==> config.mk <==
export PLATFORM = sky130hd
export DESIGN_NAME = jk_seq_detector
export DESIGN_NICKNAME = d
export VERILOG_FILES = /design/src/rtl/jk_seq_detector.sv
export SDC_FILE = /design/constraint.sdc
export NUM_CORES = 1
export LEC_CHECK = 0
export BUFFER_PORTS_ARGS = -buffer_cell sky130_fd_sc_hd__buf_4
export CORE_AREA = 5 5 42 44
export CTS_CLUSTER_DIAMETER = 100
export DETAILED_ROUTE_END_ITERATION = 8
export DIE_AREA = 0 0 47 49
export GPL_TIMING_DRIVEN = 0
export PLACE_DENSITY_LB_ADDON = 0.2
export SYNTH_ARGS = -nofsm -noshare
export SYNTH_HDL_FRONTEND = slang
export SYNTH_SLANG_ARGS = --single-unit
==> constraint.sdc <==
create_clock -name clk -period 2.1 [get_ports clk]
set_clock_uncertainty 0.05 [all_clocks]
set_input_delay 0.42 -clock clk [delete_from_list [all_inputs] [get_ports clk]]
set_output_delay 0.42 -clock clk [all_outputs]
set_load 0.01 [all_outputs]
==> src/rtl/jk_seq_detector.sv <==
// Overlapping serial pattern detector for the JK flip-flop output stream.
// Prefix fallback lengths are derived from PATTERN at elaboration time.
//
//   state | meaning
//   ------+-------------------------------------------------------------
//   S0    | no useful prefix; the next bit starts a fresh attempt
//   S1    | last consumed bit equals PATTERN[3]
//   S2    | last two consumed bits equal PATTERN[3:2]
//   S3    | last three consumed bits equal PATTERN[3:1]
module jk_seq_detector #(
    parameter logic [3:0] PATTERN = 4'b1011,
    parameter int         CW      = 8
) (
    input  logic          clk,
    input  logic          rst,
    input  logic          din,
    input  logic          valid,
    input  logic          clear,
    output logic          match,
    output logic [CW-1:0] count,
    output logic [1:0]    state
);

    typedef enum logic [1:0] {
        S0 = 2'd0,
        S1 = 2'd1,
        S2 = 2'd2,
        S3 = 2'd3
    } state_t;

    localparam logic [4:0]    PAT5      = {1'b0, PATTERN};
    localparam logic [CW-1:0] COUNT_MAX = '1;

    // Longest proper suffix of PATTERN that is also a prefix of it.
    function automatic logic [1:0] overlap_len();
        logic [1:0] ov;
        logic [4:0] mask;
        ov = 2'd0;
        for (int j = 1; j < 4; j++) begin
            mask = (5'd1 << j) - 5'd1;
            if ((PAT5 & mask) == (PAT5 >> (4 - j)))
                ov = 2'(j);
        end
        return ov;
    endfunction

    // Holding prefix length k means the last k bits are PATTERN[3:4-k], so the
    // candidate history is that prefix with the new bit appended at bit 0.
    function automatic logic [2:0] next_len(input logic [1:0] k, input logic b);
        logic [4:0] cand;
        logic [4:0] mask;
        logic [2:0] len;
        cand = ((PAT5 >> (3'd4 - {1'b0, k})) << 1) | {4'b0000, b};
        len  = 3'd0;
        for (int j = 1; j <= 4; j++) begin
            mask = (5'd1 << j) - 5'd1;
            if ((int'(k) + 1 >= j) && ((cand & mask) == (PAT5 >> (4 - j))))
                len = 3'(j);
        end
        return len;
    endfunction

    localparam logic [1:0] OVERLAP = overlap_len();

    state_t        state_q, state_d;
    logic          match_q, match_d;
    logic [CW-1:0] count_q, count_d;
    logic [2:0]    len;

    always_ff @(posedge clk or posedge rst) begin
        if (rst) begin
            state_q <= S0;
            match_q <= 1'b0;
            count_q <= '0;
        end else begin
            state_q <= state_d;
            match_q <= match_d;
            count_q <= count_d;
        end
    end

    always_comb begin
        state_d = state_q;
        match_d = 1'b0;
        count_d = count_q;
        len     = 3'd0;
        if (clear) begin
            state_d = S0;
            count_d = '0;
        end else if (valid) begin
            len = next_len(state_q, din);
            if (len == 3'd4) begin
                match_d = 1'b1;
                state_d = state_t'(OVERLAP);
                if (count_q != COUNT_MAX)
                    count_d = count_q + 1'b1;
            end else begin
                state_d = state_t'(len[1:0]);
            end
        end
    end

    assign match = match_q;
    assign count = count_q;
    assign state = state_q;

endmodule

Word-level counts from Yosys, hierarchy flattened
Cells that the tools add are included.
W data, S select, Z words.
- reductions and logical operators: 8
- mux-type cells: 16
- add/subtract/negate cells: 3
- bitwise gates (word level): 1
- $lt $le $gt $ge: 4
- eq/ne operators: 5
- shifts and indexed selects: 1
- operator list (operator ; count):
    $ge A32 B3 Y1 const B ; 2
    $ge A32 B2 Y1 const B ; 1
    $mux W8 ; 4
    $mux W3 ; 5
    $add A8 B1 Y8 const B ; 1
    $ne A8 B8 Y1 const B ; 1
    $eq A3 B3 Y1 const B ; 2
    $mux W2 ; 3
    $reduce_bool A2 Y1 ; 3
    $eq A4 B4 Y1 const B ; 1
    $logic_and A1 B1 Y1 ; 4
    $mux W1 ; 4
    $or A4 B1 Y4 ; 1
    $shr A4 B3 Y3 const A ; 1
    $add A2 B1 Y3 const B ; 1
    $ge A3 B3 Y1 const B ; 1
    $reduce_and A3 Y1 ; 1
    $sub A3 B2 Y3 const A ; 1
    $eq A2 B2 Y1 const B ; 1
- bits in registers: 11
- logic and storage cells: 41
- input bits: 5
- output and inout port bits: 11

Logic depth before layout (Yosys ltp)
Gate-level depths: netlist (run 1).
- depth in word-level cells: 14
- gate-level depth with buffers: 5
- depth with buffers taken out: 5

Least setup slack after synthesis (run 1)
Ideal clock, no wire load.
- kind: reg-to-reg
- start: register count_q[0], in the netlist count[0]
- end: register count_q[7], in the netlist count[7]
- setup time: 0.125 ns
- clock period less this slack: 1.485 ns
- arrival time: 1.310 ns
- slack: 0.615 ns
- cell stages (with the launch flop): 6
- cells stage by stage: dfrtp_1 -> ha_1 -> nand3_2 -> o211ai_2 -> nor2_2 -> mux2_4
- word-level cells in the longest chain between the ends: 5
- elaborated cells between the ends (all ways): 8
- ends and longest elaborated chain (what ; line ; RTL):
    start, declared ; 67 ; logic [CW-1:0] count_q, count_d;
    start signal, assigned ; 78 ; count_q <= count_d;
    $add A8 B1 Y8 ; 96 ; count_d = count_q + 1'b1;
    $mux W8 ; 95 ; if (count_q != COUNT_MAX)
    $mux W8 ; 92 ; if (len == 3'd4) begin
    $mux W8 ; 90 ; end else if (valid) begin
    $mux W8 ; 87 ; if (clear) begin
Parallel ways exist; a longest one is shown, timed or not. The select of a mux whose other input is x is not followed.
A chain may end at the register's enable or synchronous reset.

Worst setup path after layout (run 1)
Same ends and word-level chain as after synthesis.

==> metrics.md, run 1 <==
| Metric | Value |
|---|---|
| Max Clk Rate | 0.656 GHz |
| FILL cells | 143 |
| # resized after CTS | 0 |
| H-tree depth | 1 |
| Count leader, synth | dfrtp_1 |
| Slew Viols, Final | 0 |
| Die width | 47 um |
| Yosys warns | 0 |
| Critical-path top delay cell | dfrtp_1 |
| IO Port Bufs | 15 |
| Wire length per cell | 12.2 um |
| Post-layout util | 0.531 |
| PD cells | 515 nW/um^2 |
| Antenna cells | 0 |
| CP endpoint kind | register |
| # setup viols final | 0 |
| Worst setup SP type | register |
| Worst-Margin Slew | 0.438 ns |
| Worst skew pair latency | 0.27 ns |
| Hold WC Path Type | in2async |
| Vias | 457 |
| Yosys reg bits | 11 |
| Initial Util | 0.418 |
| Final total power | 0.000384 W |
| Critical path's largest stage delay | 0.40 ns |
| Post-layout minimum cycle time | 1.52 ns |
| Cell taking the most area after synthesis | dfrtp_1 |
| RR Startpoint | count[0]$_DFFE_PP0P_ |
| Outcome | completed |
| Worst Setup EP | count[7]$_DFFE_PP0P_ |
| Critical path peak fanout | 4 |
| Worst vdd ir | 0.334 mV |
| Register area | 275 sq um |
| First-pass GRT wire length | 1890 um |
| RD Place Congestion | 0.711 |
| Share of the synthesized area in the top cell type | 0.470 |
| Maximum buffer depth of the clock tree | 2 |
| Hold Buf Count CTS | 0 |
| Worst slew margin | 0.708 |
| Setup TNS | 0 ns |
| # Post-CTS Setup Buffers | 0 |
| CTS tree | built |
| RSZ-0062 raised after global routing | false |
| Worst EP arrival | 1.63 ns |
| Initial antenna violation count | 0 |
| # rows | 14 |
| Clk slew on worst S/H paths | 0.07 ns |
| Worst reg2reg path endpoint | count[7]$_DFFE_PP0P_ |
| Multi-input logic area | 292 sq um |
| Post-synth EDFFs | 0 |
| Post-Syn Nets | 61 |
| Post-route DRC | 0 |
| Detail Placement HPWL | 801 um |
| Post-synth top cells | dfrtp_1, nor2_1, xor2_1 |
| Congestion Overflow GR | 0 |
| Register area share after synthesis | 0.470 |
| Fin Hold WS | 0.0977 ns |
| Area grow syn2layout | 27.1% |
| Cell count after synthesis | 55 |
| Die Ht | 49 um |
| Vias in the first global route | 445 |
| Kind of critical path | reg2reg |
| FFs w/ async S/R, synth | 1.00 |
| CP startpoint | count[0]$_DFFE_PP0P_ |
| Main synth FF type | dfrtp_1 |
| Largest net degree at the start of global routing | 12 |
| ANT nets after route | 0 |
| Final wirelength | 1100 um |
| Worst path required time | 2.21 ns |
| Final Hold Fails | 0 |
| I/O Pins | 16 |
| P_leak | 0.401 nW |
| Clk Tree Root Cell | clkbuf_4 |
| Detailed Route Iter0 Violations | 4 |
| Core Box Area | 1400 sq um |
| Final period util | 0.726 |
| Max Cap Viol | 0 |
| DR pass1 iterations | 2 |
| Leading post-synthesis cells by cell area | dfrtp_1, xor2_1, nor2_1 |
| Mapped Area | 586 sq um |
| FF-to-FF setup slack | 0.58 ns |
| Via density | 5.08 |
| Fin nets | 81 |
| Num CTS Buffers | 3 |
| Syn_area_per_cell | 10.6 sq um |
| Synth cell types | 24 |
| Worst path cell trace | ha_1 -> nand3_2 -> o211ai_2 -> nor2_2 -> mux2_4 |
| Tot GR Track Use | 0.117 |
| Share of cells above drive strength 1 | 0.338 |
| Worst reg2reg path depth | 5 |
| CTS sink cnt | 11 |
| Die Area | 2300 sq um |
## power by group
group / total (W) / switching [W] / internal, W
sequential: 0.000215 / 0.00000148 / 0.000213
combinational: 0.0000224 / 0.0000128 / 0.00000961
clock: 0.000147 / 0.0000732 / 0.0000735
total: 0.000384 / 0.0000874 / 0.000296
## per-layer routing
layer  up-vias  track usage  part of all wire
met3         4       0.0332             0.054
met5         -            0                 0
met1       216        0.162              0.46
met4         0       0.0829             0.033
li1        226            -                 -
met2        11        0.149              0.45
## state kept, by name, indices dropped and copies added, names as in the netlist
name and count:
state 2, match 1, count 8
## worst min path at each step
stage          startpoint                    to  slack, ns  depth (start not counted)
3_5_place_dp          rst       match$_DFF_PP0_       0.40                          2
2_1_floorplan         rst  count[0]$_DFFE_PP0P_       0.22                          1
6_report              rst  count[4]$_DFFE_PP0P_        0.1                          2
4_1_cts               rst  count[7]$_DFFE_PP0P_       0.11                          2
3_3_place_gp          rst       match$_DFF_PP0_       0.40                          2
5_1_grt               rst  count[7]$_DFFE_PP0P_       0.12                          2
## kinds of logic after synthesis
group,synth area share
AOI/OAI and AO/OA,0.0812
xor gates and xnor gates,0.0897
adders and majority gates,0.0214
buffers and inverters,0.0321
DFF,0.470
muxes,0.0598
and+or+nand+nor,0.246
## cell type report
| cell class | count | area share |
|---|---|---|
| Timing Repair Buffer | 15 | 0.151 |
| Tap cell | 16 | 0.0269 |
| Inverter | 2 | 0.0101 |
| Clock buffer | 4 | 0.0353 |
| Buffer | 2 | 0.0151 |
| Sequential cell | 11 | 0.370 |
| Multi-Input combinational cell | 40 | 0.392 |
## through the flow
step | instances | area, sq um | setup slack [ns]
6_report | 90 | 744 | 0.575
5_1_grt | 90 | 744 | 0.468
4_1_cts | 90 | 744 | 0.560
3_5_place_dp | 86 | 718 | 0.532
3_3_place_gp | 86 | 718 | 0.537
2_1_floorplan | 55 | 586 | 0.615
## worst max-delay path, delay by kind of cell, from the launching register on
kind | cells | cell delay, ns
multiplexers | 1 | 0.29
flip-flops | 1 | 0.40
AO/OA/AOI/OAI | 1 | 0.24
adder cells (fa/ha/maj) | 1 | 0.22
AND/OR/NAND/NOR | 2 | 0.21
## layout by cell type, fill, tap and decap left out, drive strengths merged, types with 3 or more instances in the layout
cell type,count
and3,3
xor2,6
buf,16
nor2,11
dfrtp,11
clkbuf,5
nand3,3
Power figures use the tool's default switching activity.
==> run 2: changes to the inputs <==
CORE_AREA = unset   (was 5 5 42 44)
CORE_MARGIN = 5   (was unset)
CORE_UTILIZATION = 43   (was unset)
DIE_AREA = unset   (was 0 0 47 49)
clock period = 1.2 ns   (was 2.1 ns; I/O delays follow)
==> metrics.md, run 2 (synthesized netlist as in run 1, its figures left out) <==
| Metric | Value |
|---|---|
| P_leak | 0.467 nW |
| Detailed Route Iter0 Violations | 3 |
| Final period util | 1.17 |
| Worst vdd ir | 0.475 mV |
| Initial Util | 0.450 |
| ANT nets after route | 0 |
| Final Hold Fails | 0 |
| Worst reg2reg path depth | 6 |
| Critical path peak fanout | 4 |
| Worst path cell trace | ha_4 -> nand3_4 -> buf_4 -> o21ai_4 -> mux2i_1 -> nor2_1 |
| Via density | 4.98 |
| CP startpoint | count[1]$_DFFE_PP0P_ |
| Max Cap Viol | 0 |
| Maximum buffer depth of the clock tree | 2 |
| Fin nets | 97 |
| RSZ-0062 raised after global routing | true |
| Fin Hold WS | 0.185 ns |
| Hold WC Path Type | in2reg |
| Detail Placement HPWL | 860 um |
| FILL cells | 89 |
| Most frequent cells in the layout | buf_4, nor2_1, buf_6 |
| Wire length per cell | 13.0 um |
| RD Place Congestion | 0.753 |
| FF-to-FF setup slack | -0.20 ns |
| # rows | 13 |
| Kind of critical path | reg2reg |
| Post-layout util | 0.750 |
| Setup ws final | -0.203 ns |
| Setup TNS | -1.50 ns |
| Largest net degree at the start of global routing | 12 |
| Worst slew margin | 0.720 |
| Post-route DRC | 0 |
| Max Clk Rate | 0.713 GHz |
| Failing checks | negative setup slack |
| Worst path required time | 1.30 ns |
| # setup viols final | 13 |
| Final wirelength | 1360 um |
| Slew Viols, Final | 0 |
| CTS tree | built |
| I/O Pins | 16 |
| Worst Setup EP | count[1]$_DFFE_PP0P_ |
| Num CTS Buffers | 3 |
| Pre-CTS setup slack | -0.227 ns |
| Worst path depth | 6 |
| Post-layout minimum cycle time | 1.40 ns |
| DR pass1 iterations | 2 |
| Die Area | 2200 sq um |
| Congestion Overflow GR | 0 |
| Clk Tree Root Cell | clkbuf_4 |
| CP top delay family | flip-flops |
| Die width | 46.9 um |
| Worst reg2reg path endpoint | count[1]$_DFFE_PP0P_ |
| Die Ht | 46.9 um |
| H-tree depth | 1 |
| RR Startpoint | count[1]$_DFFE_PP0P_ |
| Vias in the first global route | 498 |
| Commonest non-fill, non-tap cell in the layout | buf_4 |
| Share of cells above drive strength 1 | 0.556 |
| Max reg flops | 8 |
| Worst setup SP type | register |
| Initial antenna violation count | 0 |
| Core Box Area | 1300 sq um |
| PD cells | 701 nW/um^2 |
| Worst Path Buf+Inv | 1 |
| Clk slew on worst S/H paths | 0.07 ns |
| CTS sink cnt | 11 |
| IO Port Bufs | 15 |
| Outcome | complete, but fails checks |
| Area grow syn2layout | 66.7% |
| Critical-path top delay cell | dfrtp_2 |
| Tot GR Track Use | 0.152 |
| First-pass GRT wire length | 2190 um |
| Critical path's largest stage delay | 0.39 ns |
| Vias | 523 |
| Worst-Margin Slew | 0.419 ns |
| CP endpoint kind | register |
| Antenna cells | 0 |
| Worst EP arrival | 1.50 ns |
| Worst skew pair latency | 0.27 ns |
run 2: cell types whose count changed in the layout (fill, tap and decap cells not counted), sizes merged:
cell / previous run / this run
buf: 16 / 31
dlygate4sd3: 0 / 1
run 2: layout make-up:
class | instances | area (sq um) | share of cell area
timing repair buffer | 31 | 282 | 0.288
multi-input combinational | 40 | 345 | 0.354
buffer | 2 | 15.0 | 0.0154
inverter | 2 | 7.51 | 0.00769
sequential | 11 | 282 | 0.288
tap | 15 | 18.8 | 0.0192
clock buffer | 4 | 26.3 | 0.0269
run 2: tightest hold or removal path, stage by stage:
cell     delay [ns]
buf_4          0.09
mux2i_1        0.06
nor2_1         0.08
run 2: through the flow:
stage / area, sq um / power, W / cells
after global routing: 976 / 0.000724 / 105
after floorplan: 614 / 0.000401 / 55
after CTS: 898 / 0.000684 / 100
final: 976 / 0.000684 / 105
after detailed placement: 746 / 0.000423 / 85
after global placement: 746 / 0.000422 / 85
run 2: repair_timing:
| action | in CTS | in global routing |
|---|---|---|
| buffers inserted | 10 | 6 |
| endpoints found under the setup margin | 9 | 17 |
| hold buffers | 1 | 0 |
| endpoints found under the hold margin | 11 | 0 |
| pin swaps | 4 | 6 |
| resized for setup | 12 | 7 |
run 2: worst min path at each step:
stage	from	to	slack [ns]	cells past startpoint
global route	din	state[0]$_DFFE_PP0P_	0.21	3
detailed placement	rst	match$_DFF_PP0_	0.21	2
floorplan	rst	count[2]$_DFFE_PP0P_	0.04	1
finish	din	state[0]$_DFFE_PP0P_	0.19	3
CTS	din	state[0]$_DFFE_PP0P_	0.20	3
global placement	rst	count[5]$_DFFE_PP0P_	0.21	2
run 2: per-layer routing:
layer	up-vias	share of wire	track usage	routed length, um
li1	258	-	-	-
met4	0	0.024	0.0994	33
met1	249	0.38	0.182	515
met3	5	0.063	0.0613	86
met2	11	0.53	0.225	724
met5	-	0	0	0
run 2: power by group:
part           leakage [nW]  switching [W]  total [W]  internal [W]
combinational         0.307      0.0000245  0.0000482     0.0000237
clock                0.0150       0.000132   0.000261      0.000129
sequential            0.145     0.00000187   0.000375      0.000373
total                 0.467       0.000158   0.000684      0.000526
==> run 3: changes to the inputs <==
CORE_AREA = 2 2 39 41   (was unset)
CORE_MARGIN = unset   (was 5)
CORE_UTILIZATION = unset   (was 43)
DIE_AREA = 0 0 41 43   (was unset)
clock period = 1.61 ns   (was 1.2 ns; I/O delays follow)
==> metrics.md, run 3 (synthesized netlist as in run 1, its figures left out) <==
| Metric | Value |
|---|---|
| Worst setup SP type | register |
| Max reg flops | 8 |
| Congestion Overflow GR | 0 |
| Fin nets | 82 |
| Die Area | 1760 sq um |
| Tot GR Track Use | 0.162 |
| Clk slew on worst S/H paths | 0.07 ns |
| Met3 usage | 0.0471 |
| Max Clk Rate | 0.664 GHz |
| Final wirelength | 1080 um |
| Final cell count without fillers | 91 |
| Slew Viols, Final | 0 |
| Post-route DRC | 0 |
| Final Hold Fails | 0 |
| Die width | 41 um |
| Wire length per cell | 11.9 um |
| Area grow syn2layout | 28.8% |
| # rows | 14 |
| Worst reg2reg path depth | 5 |
| Met1 Usage GRT | 0.180 |
| Die Ht | 43 um |
| RD Place Congestion | 0.779 |
| Initial antenna violation count | 0 |
| Kind of critical path | reg2reg |
| # setup viols final | 0 |
| Hold WC Path Type | in2reg |
| Maximum buffer depth of the clock tree | 2 |
| Post-layout minimum cycle time | 1.51 ns |
| Clk Tree Root Cell | clkbuf_4 |
| Worst vdd ir | 0.392 mV |
| Worst skew pair latency | 0.27 ns |
| Vias in the first global route | 442 |
| Most frequent cells in the layout | buf_4, dfrtp_1, nor2_1 |
| Detail Placement HPWL | 829 um |
| Worst EP arrival | 1.62 ns |
| Worst-Margin Slew | 0.417 ns |
| Critical path peak fanout | 4 |
| Worst slew margin | 0.722 |
| GRT busiest layer | met2 |
| Antenna cells | 0 |
| Placed insts | 86 |
| Final period util | 0.936 |
| DR pass1 iterations | 4 |
| Via density | 4.95 |
| ANT nets after route | 0 |
| Max Cap Viol | 0 |
| CTS tree | built |
| PD cells | 662 nW/um^2 |
| Worst path required time | 1.72 ns |
| Num CTS Buffers | 3 |
| Global Route met2 Usage | 0.238 |
| First-pass GRT wire length | 1800 um |
| H-tree depth | 1 |
| CP endpoint kind | register |
| Vias | 450 |
| Fin Hold WS | 0.268 ns |
| P_leak | 0.405 nW |
| Largest net degree at the start of global routing | 12 |
| IO Port Bufs | 15 |
| I/O Pins | 16 |
| Commonest non-fill, non-tap cell in the layout | buf_4 |
| Worst hold path depth | 3 |
| Final total power | 0.000499 W |
| CTS sink cnt | 11 |
| Setup TNS | 0 ns |
| Outcome | completed |
| RSZ-0062 raised after global routing | false |
| Initial Util | 0.423 |
| Core Box Area | 1380 sq um |
| # resized after CTS | 0 |
| Detailed Route Iter0 Violations | 4 |
| Share of cells above drive strength 1 | 0.333 |
run 3: layout make-up:
| cell class | count | area [sq um] |
|---|---|---|
| inverters | 2 | 7.51 |
| well taps | 16 | 20.0 |
| plain buffers | 2 | 11.3 |
| flip-flops and latches | 11 | 275 |
| multi-input cells | 40 | 292 |
| clock buffers | 4 | 26.3 |
| repair buffers | 16 | 123 |
| fillers | 132 | 629 |
run 3: worst paths after layout:
| kind | startpoint | to | slack [ns] |
|---|---|---|---|
| worst min-delay path | din | state[0]$_DFFE_PP0P_ | 0.27 |
| max in group asynchronous | rst | count[1]$_DFFE_PP0P_ | 0.67 |
| worst max-delay path | count[0]$_DFFE_PP0P_ | count[7]$_DFFE_PP0P_ | 0.10 |
| min in group asynchronous | rst | count[7]$_DFFE_PP0P_ | 0.54 |
| worst min register to register | state[1]$_DFFE_PP0P_ | state[1]$_DFFE_PP0P_ | 0.48 |
| worst max register to register | count[0]$_DFFE_PP0P_ | count[7]$_DFFE_PP0P_ | 0.10 |
run 3: timing repair:
item | in CTS | in global routing
hold endpoints to repair | 6 | 0
setup endpoints to repair | 0 | 1
setup buffers | 0 | 0
hold buffers | 1 | 0
run 3: layer usage:
| layer | wire (um) | share of wire |
|---|---|---|
| met3 | 47 | 0.044 |
| met5 | 0 | 0 |
| met2 | 541 | 0.50 |
| met4 | 44 | 0.041 |
| met1 | 447 | 0.41 |
run 3: critical path, stage by stage (launching register included):
cell	delay, ns
dfrtp_1	0.42
ha_1	0.25
nand3_2	0.13
o211ai_2	0.11
nor2_2	0.14
mux2_4	0.30
run 3: report_power, final:
group / total (W) / internal (W) / switching (W) / leakage [nW]
Clock: 0.000189 / 0.0000961 / 0.0000928 / 0.0150
Sequential: 0.000280 / 0.000278 / 0.00000184 / 0.153
Combinational: 0.0000306 / 0.0000141 / 0.0000165 / 0.237
run 3: per-stage QoR:
step	util	setup WS, ns	cell area (sq um)
CTS	0.545	0.0867	754
global route	0.545	0.0246	754
detailed placement	0.519	0.0820	718
finish	0.545	0.104	754
global placement	0.519	0.114	718
floorplan	-	0.125	586
